### src/rtl/toggle_pulse_conditioner.sv
// -----------------------------------------------------------------------------
// toggle_pulse_conditioner
//
// Conditions a raw, bouncing, asynchronous input for the T-flip-flop counter
// chain: two-flop synchronizer, counter-qualified debounce FSM, and a
// single-cycle t_pulse on each accepted edge of the selected polarity.
//
// Parameters:
//   DB_CYCLES  consecutive stable FSM samples (minus one) needed to accept a
//              level change; legal range >= 1
//   EDGE_SEL   0 = rising, 1 = falling, 2 = both; any other value acts as 0
//
// Ports:
//   clk      in   clock, rising edge
//   reset_n  in   asynchronous active-low reset
//   din_raw  in   raw asynchronous input (may glitch)
//   t_pulse  out  registered one-cycle pulse per accepted matching edge
//   level    out  registered debounced level
//   busy     out  registered, high while a candidate change is qualified
// -----------------------------------------------------------------------------
module toggle_pulse_conditioner #(
  parameter int unsigned DB_CYCLES = 16,
  parameter int unsigned EDGE_SEL  = 0
) (
  input  logic clk,
  input  logic reset_n,
  input  logic din_raw,
  output logic t_pulse,
  output logic level,
  output logic busy
);

  localparam int unsigned      CNT_W    = $clog2(DB_CYCLES + 1);
  localparam logic [CNT_W-1:0] CNT_LAST = CNT_W'(DB_CYCLES - 1);
  // Unlisted EDGE_SEL values fall back to rising-only.
  localparam logic             RISE_EN  = (EDGE_SEL != 1);
  localparam logic             FALL_EN  = (EDGE_SEL == 1) || (EDGE_SEL == 2);

  typedef enum logic [1:0] {
    IDLE_LO = 2'd0,
    CHK_HI  = 2'd1,
    IDLE_HI = 2'd2,
    CHK_LO  = 2'd3
  } state_t;

  logic             r_s1;
  logic             r_s2;
  state_t           r_state;
  state_t           w_state_nxt;
  logic [CNT_W-1:0] r_cnt;
  logic [CNT_W-1:0] w_cnt_nxt;
  logic             r_pulse;
  logic             w_pulse_nxt;
  logic             r_level;
  logic             w_level_nxt;
  logic             r_busy;
  logic             w_busy_nxt;

  // Two-flop synchronizer; the FSM only ever looks at r_s2.
  always_ff @(posedge clk or negedge reset_n) begin
    if (!reset_n) begin
      r_s1 <= 1'b0;
      r_s2 <= 1'b0;
    end else begin
      r_s1 <= din_raw;
      r_s2 <= r_s1;
    end
  end

  always_ff @(posedge clk or negedge reset_n) begin
    if (!reset_n) begin
      r_state <= IDLE_LO;
      r_cnt   <= '0;
      r_pulse <= 1'b0;
      r_level <= 1'b0;
      r_busy  <= 1'b0;
    end else begin
      r_state <= w_state_nxt;
      r_cnt   <= w_cnt_nxt;
      r_pulse <= w_pulse_nxt;
      r_level <= w_level_nxt;
      r_busy  <= w_busy_nxt;
    end
  end

  // A revert of r_s2 is tested before the terminal count, so a revert on the
  // same edge the count completes rejects the change.
  always_comb begin
    w_state_nxt = r_state;
    w_cnt_nxt   = r_cnt;
    w_pulse_nxt = 1'b0;
    w_level_nxt = r_level;
    case (r_state)
      IDLE_LO: begin
        if (r_s2) begin
          w_state_nxt = CHK_HI;
          w_cnt_nxt   = '0;
        end
      end
      CHK_HI: begin
        if (!r_s2) begin
          w_state_nxt = IDLE_LO;
        end else if (r_cnt == CNT_LAST) begin
          w_state_nxt = IDLE_HI;
          w_level_nxt = 1'b1;
          w_pulse_nxt = RISE_EN;
        end else begin
          w_cnt_nxt = r_cnt + 1'b1;
        end
      end
      IDLE_HI: begin
        if (!r_s2) begin
          w_state_nxt = CHK_LO;
          w_cnt_nxt   = '0;
        end
      end
      CHK_LO: begin
        if (r_s2) begin
          w_state_nxt = IDLE_HI;
        end else if (r_cnt == CNT_LAST) begin
          w_state_nxt = IDLE_LO;
          w_level_nxt = 1'b0;
          w_pulse_nxt = FALL_EN;
        end else begin
          w_cnt_nxt = r_cnt + 1'b1;
        end
      end
      default: begin
        w_state_nxt = IDLE_LO;
        w_level_nxt = 1'b0;
      end
    endcase
    w_busy_nxt = (w_state_nxt == CHK_HI) || (w_state_nxt == CHK_LO);
  end

  assign t_pulse = r_pulse;
  assign level   = r_level;
  assign busy    = r_busy;

endmodule

### config.mk
export PLATFORM = sky130hd
export DESIGN_NAME = toggle_pulse_conditioner
export DESIGN_NICKNAME = d
export VERILOG_FILES = /design/src/rtl/toggle_pulse_conditioner.sv
export SDC_FILE = /design/constraint.sdc
export NUM_CORES = 1
export LEC_CHECK = 0
export BUFFER_PORTS_ARGS = -buffer_cell sky130_fd_sc_hd__buf_2
export CORE_AREA = 2 2 39 41
export CTS_CLUSTER_SIZE = 12
export DETAILED_ROUTE_END_ITERATION = 12
export DIE_AREA = 0 0 41 43
export HOLD_SLACK_MARGIN = 0.06
export PLACE_DENSITY = 0.63
export SLEW_MARGIN = 20
export SYNTH_ARGS = -nofsm -noshare
export SYNTH_HDL_FRONTEND = slang
export SYNTH_SLANG_ARGS = --single-unit
### constraint.sdc
create_clock -name clk -period 2.8 [get_ports clk]
set_clock_uncertainty 0.2 [all_clocks]
set_input_delay 0.28 -clock clk [delete_from_list [all_inputs] [get_ports clk]]
set_output_delay 0.28 -clock clk [all_outputs]
set_load 0.02 [all_outputs]
# After elaboration in Yosys (flattened, before gate mapping)

Index checks and enable logic that the tools add are counted.

Output and inout bits: 3
Flip-flop bits (word level): 12

Equality and inequality tests: 12
$add $sub $neg: 1
Mux-type cells: 21
Reductions and logical operators: 5

Operator list:

| kind                | number |
|---|---|
| $mux 5              | 5 |
| $pmux 5 s4          | 1 |
| $mux 2              | 6 |
| $ne 2x2->1 const B  | 6 |
| $pmux 2 s4          | 1 |
| $mux 1              | 7 |
| $eq 2x2->1 const B  | 3 |
| $add 5x1->5 const B | 1 |
| $eq 5x4->1 const B  | 1 |
| $reduce_and 5->1    | 1 |
| $eq 2x1->1 const B  | 2 |
| $reduce_and 4->1    | 1 |
| $logic_not 2->1     | 1 |
| $pmux 1 s2          | 1 |
| $reduce_bool 2->1   | 1 |
| $logic_or 1x1->1    | 1 |

# Logic depth before layout (Yosys ltp)

Depth after elaboration: 6
Depth in mapped cells: 6

# Worst setup path before layout

Ideal clock, no wire load.

Kind: register to register
Start point: reg r_cnt[0]
End point: reg r_cnt[0]
Library setup time: 125 ps
Data required time: 2475 ps
Setup slack: 922 ps
Data arrival time: 1553 ps
Path buffers: 0
Stages on the path, launching flop included: 6
Cells stage by stage: dfrtp_1 -> ha_1 -> and3_1 -> ha_1 -> a21oi_2 -> mux2_2

Word-level cells in the longest chain between the ends: 4
Elaborated cells between the ends (all ways): 6

RTL lines:

| element                                   | RTL line | text |
|---|---|---|
| start: declaration                        | 50       | `logic [CNT_W-1:0] r_cnt;` |
| start signal: assignment                  | 79       | `r_cnt <= w_cnt_nxt;` |
| $add 5x1->5 or $eq 5x4->1 (tied branches) | n/a      |  |
| $mux 5 (*)                                | 103, 120 |  |
| $mux 5 (on tied branches)                 | 118, 101 |  |
| $pmux 5 s4 (*)                            | 93       | `case (r_state)` |

Every way passes the cells marked *; elsewhere a longest branch is shown, timed or not. The select of a mux whose other input is x is not followed.
A chain may end at the register's enable or synchronous reset.

# Final worst setup path

Ends and elaborated chain as after synthesis.

==> results.json <==
{
  "final-setup-viol-count": 0,
  "fp.dieH_um": 43,
  "arrival_ps": 1950,
  "n_antenna_cell": 0,
  "reg2reg_slack_ps": 800,
  "timing.slew.headroom_pct": 59.0,
  "fin_crit_sh_pct": 71.5,
  "fin_tns_setup_ps": 0,
  "r2r_end": "r_cnt[0]",
  "r2r-start": "r_cnt[0]",
  "clock-sinks": 11,
  "p_per_area_mw_per_mm2": 538,
  "viasPerCell": 4.89,
  "wirelength_um": 859,
  "synth_top_area_share_pct": 54.9,
  "cts_buffers": 3,
  "ys_seq_area_share_pct": 54.9,
  "h-tree-depth": 1,
  "cp-start-kind": "flip-flop",
  "synth_area_per_cell_um2": 11.4,
  "yosysUniqueCellTypes": 22,
  "crit_path_end_kind": "flip-flop",
  "global_route.overflow_total": 0,
  "grt_usage_pct": 13.2,
  "async_flop_share_pct": 100,
  "chipWidth_um": 41,
  "start_util_pct": 36.3,
  "rsz0062_at_grt": "false",
  "synthTopCellsByArea": "dfrtp_1 (55%), ha_1 (7.5%), mux2i_1 (4.0%)",
  "postCtsHoldBufs": 2,
  "power_frac_comb_pct": 9.7,
  "coreArea_mm2": 0.00138,
  "vdd_drop_max_mv": 0.295,
  "stdcell_area_um2": 589,
  "holdPathStages": 0,
  "yosys.area.top_type": "dfrtp_1",
  "p_sw_share_pct": 24.8,
  "power_mw": 0.317,
  "hold_path.startpoint": "r_s1",
  "max_slew.worst_pin.slew_ps": 610,
  "vias": 342,
  "ys_ff_latch": 11,
  "grt_start_max_net_pins": 15,
  "hold_viol": 0,
  "maxCapViolCount": 0,
  "path_max_fanout": 6,
  "cts.repair.resized": 0,
  "gp_congestion": 0.732,
  "rr_worst_depth": 5,
  "cp.required_ps": 2750,
  "ant_nets": 0,
  "status": "finished clean",
  "p_clk_share_pct": 33.7,
  "wl_per_cell_um": 12.3,
  "yosys_warnings": 0,
  "rows": 14,
  "clkSlewWorstSetupHoldPaths_ps": 70,
  "post_cts_buffers": 0,
  "drcViolationCount": 0,
  "grt_pass1_wl_um": 1480,
  "cts_tree": "done",
  "min_period_ps": 2000,
  "fmax_mhz": 500,
  "maxSlewViolCount": 0,
  "synth-main-ff-cell": "dfrtp_1",
  "synth_edf_count": 0,
  "whs_endpoint": "r_s2",
  "syn_inst": 44,
  "switching_power_mw": 0.0785,
  "antenna_found_initial": 0,
  "yosysMostFrequentCell": "dfrtp_1",
  "io_pins": 6,
  "drive_above_1_share_pct": 20.4,
  "clkLatencyLatePin_ps": 260,
  "place_area_um2": 543,
  "firstDrtPassIters": 4,
  "path_class": "flip-flop to flip-flop",
  "p_leak_nw": 0.263,
  "nNetsFinal": 61,
  "syn-num-nets": 50,
  "hold_class": "flip-flop to flip-flop",
  "cts_root_buf": "clkbuf_4",
  "drt_iter0_drc": 1,
  "area_growth_pct": 17.5,
  "post-dp-hpwl_um": 565,
  "synth_common_cells": "dfrtp_1 (11), o21ai_0 (4)",
  "grt_pass1_vias": 333,
  "syn_area_um2": 502,
  "p_seq_share_pct": 56.7,
  "die_area_mm2": 0.00176,
  "intPower_mw": 0.238,
  "worstSetupStartpoint": "r_cnt[0]",
  "cts_buffer_depth": 2,
  "io_buffer_count": 5
}
## worst max-delay path by stage
stage	to	cells past startpoint
5_1_grt	r_cnt[0]	5
3_5_place_dp	r_cnt[0]	5
3_3_place_gp	r_cnt[4]	5
2_1_floorplan	r_cnt[0]	5
6_report	r_cnt[0]	5
4_1_cts	r_cnt[0]	5
## per-stage QoR
step | utilization (%) | worst slack (ps) | hold WS, ps | cells
final | 42.6 | 799 | 151 | 70
after global routing | 42.6 | 729 | 155 | 70
after CTS | 42.6 | 792 | 153 | 70
after detailed placement | 39.2 | 802 | -33.9 | 64
after global placement | 39.2 | 843 | -37.2 | 64
after floorplan | - | 922 | -216 | 44
## cells in the final DEF, fill, tap and decap left out, types with 2 or more instances in the layout
cell and n:
a21oi_1 3, buf_2 5, clkbuf_4 3, dfrtp_1 11, dlygate4sd3_1 2, ha_1 3
inv_1 3, mux2i_1 2, nand2_1 3, o21ai_0 4
## cell families (layout without fill, tap and decap cells)
family / Yosys count / after routing / synth area share (%)
AO/OA/AOI/OAI: 12 / 12 / 14.7
flip-flops: 11 / 11 / 54.9
AND/OR/NAND/NOR: 10 / 10 / 12.0
buffers and inverters: 4 / 14 / 2.99
adder cells (fa/ha/maj): 3 / 3 / 7.48
multiplexers: 3 / 3 / 6.23
XOR/XNOR: 1 / 1 / 1.75
## worst max-delay path: stages (launching register included)
cell and delay, ps:
dfrtp_1 410, ha_1 220, and3_1 200, ha_1 260, a21oi_2 240, mux2_2 360
## per-layer routing
layer | up-vias | wire (um) | global-route usage, %
li1 | 176 | - | -
met1 | 158 | 419 | 16.3
met2 | 6 | 393 | 16.9
met3 | 2 | 39 | 6.28
met4 | 0 | 7 | 10.0
met5 | - | 0 | 0
## state kept, by name, summed over array words and instances (netlist names)
register and count:
r_s2 1, r_state 2, r_cnt 5, r_s1 1, level 1, t_pulse 1
## layout make-up
class                      instances  area [um2]
clock buffer                       4        26.3
fill                             137         795
inverter                           3        11.3
multi-input combinational         29         211
sequential                        11         275
tap                               16        20.0
timing repair buffer               7        45.0
## power groups by stage
stage               sequential [mW]  clock (mW)  combinational, mW
floorplan                     0.180           0             0.0208
global placement              0.182           0             0.0279
detailed placement            0.183           0             0.0282
CTS                           0.180       0.114             0.0314
global route                  0.182       0.126             0.0359
finish                        0.180       0.107             0.0306
Note: power is estimated with default switching activity, not from simulation.
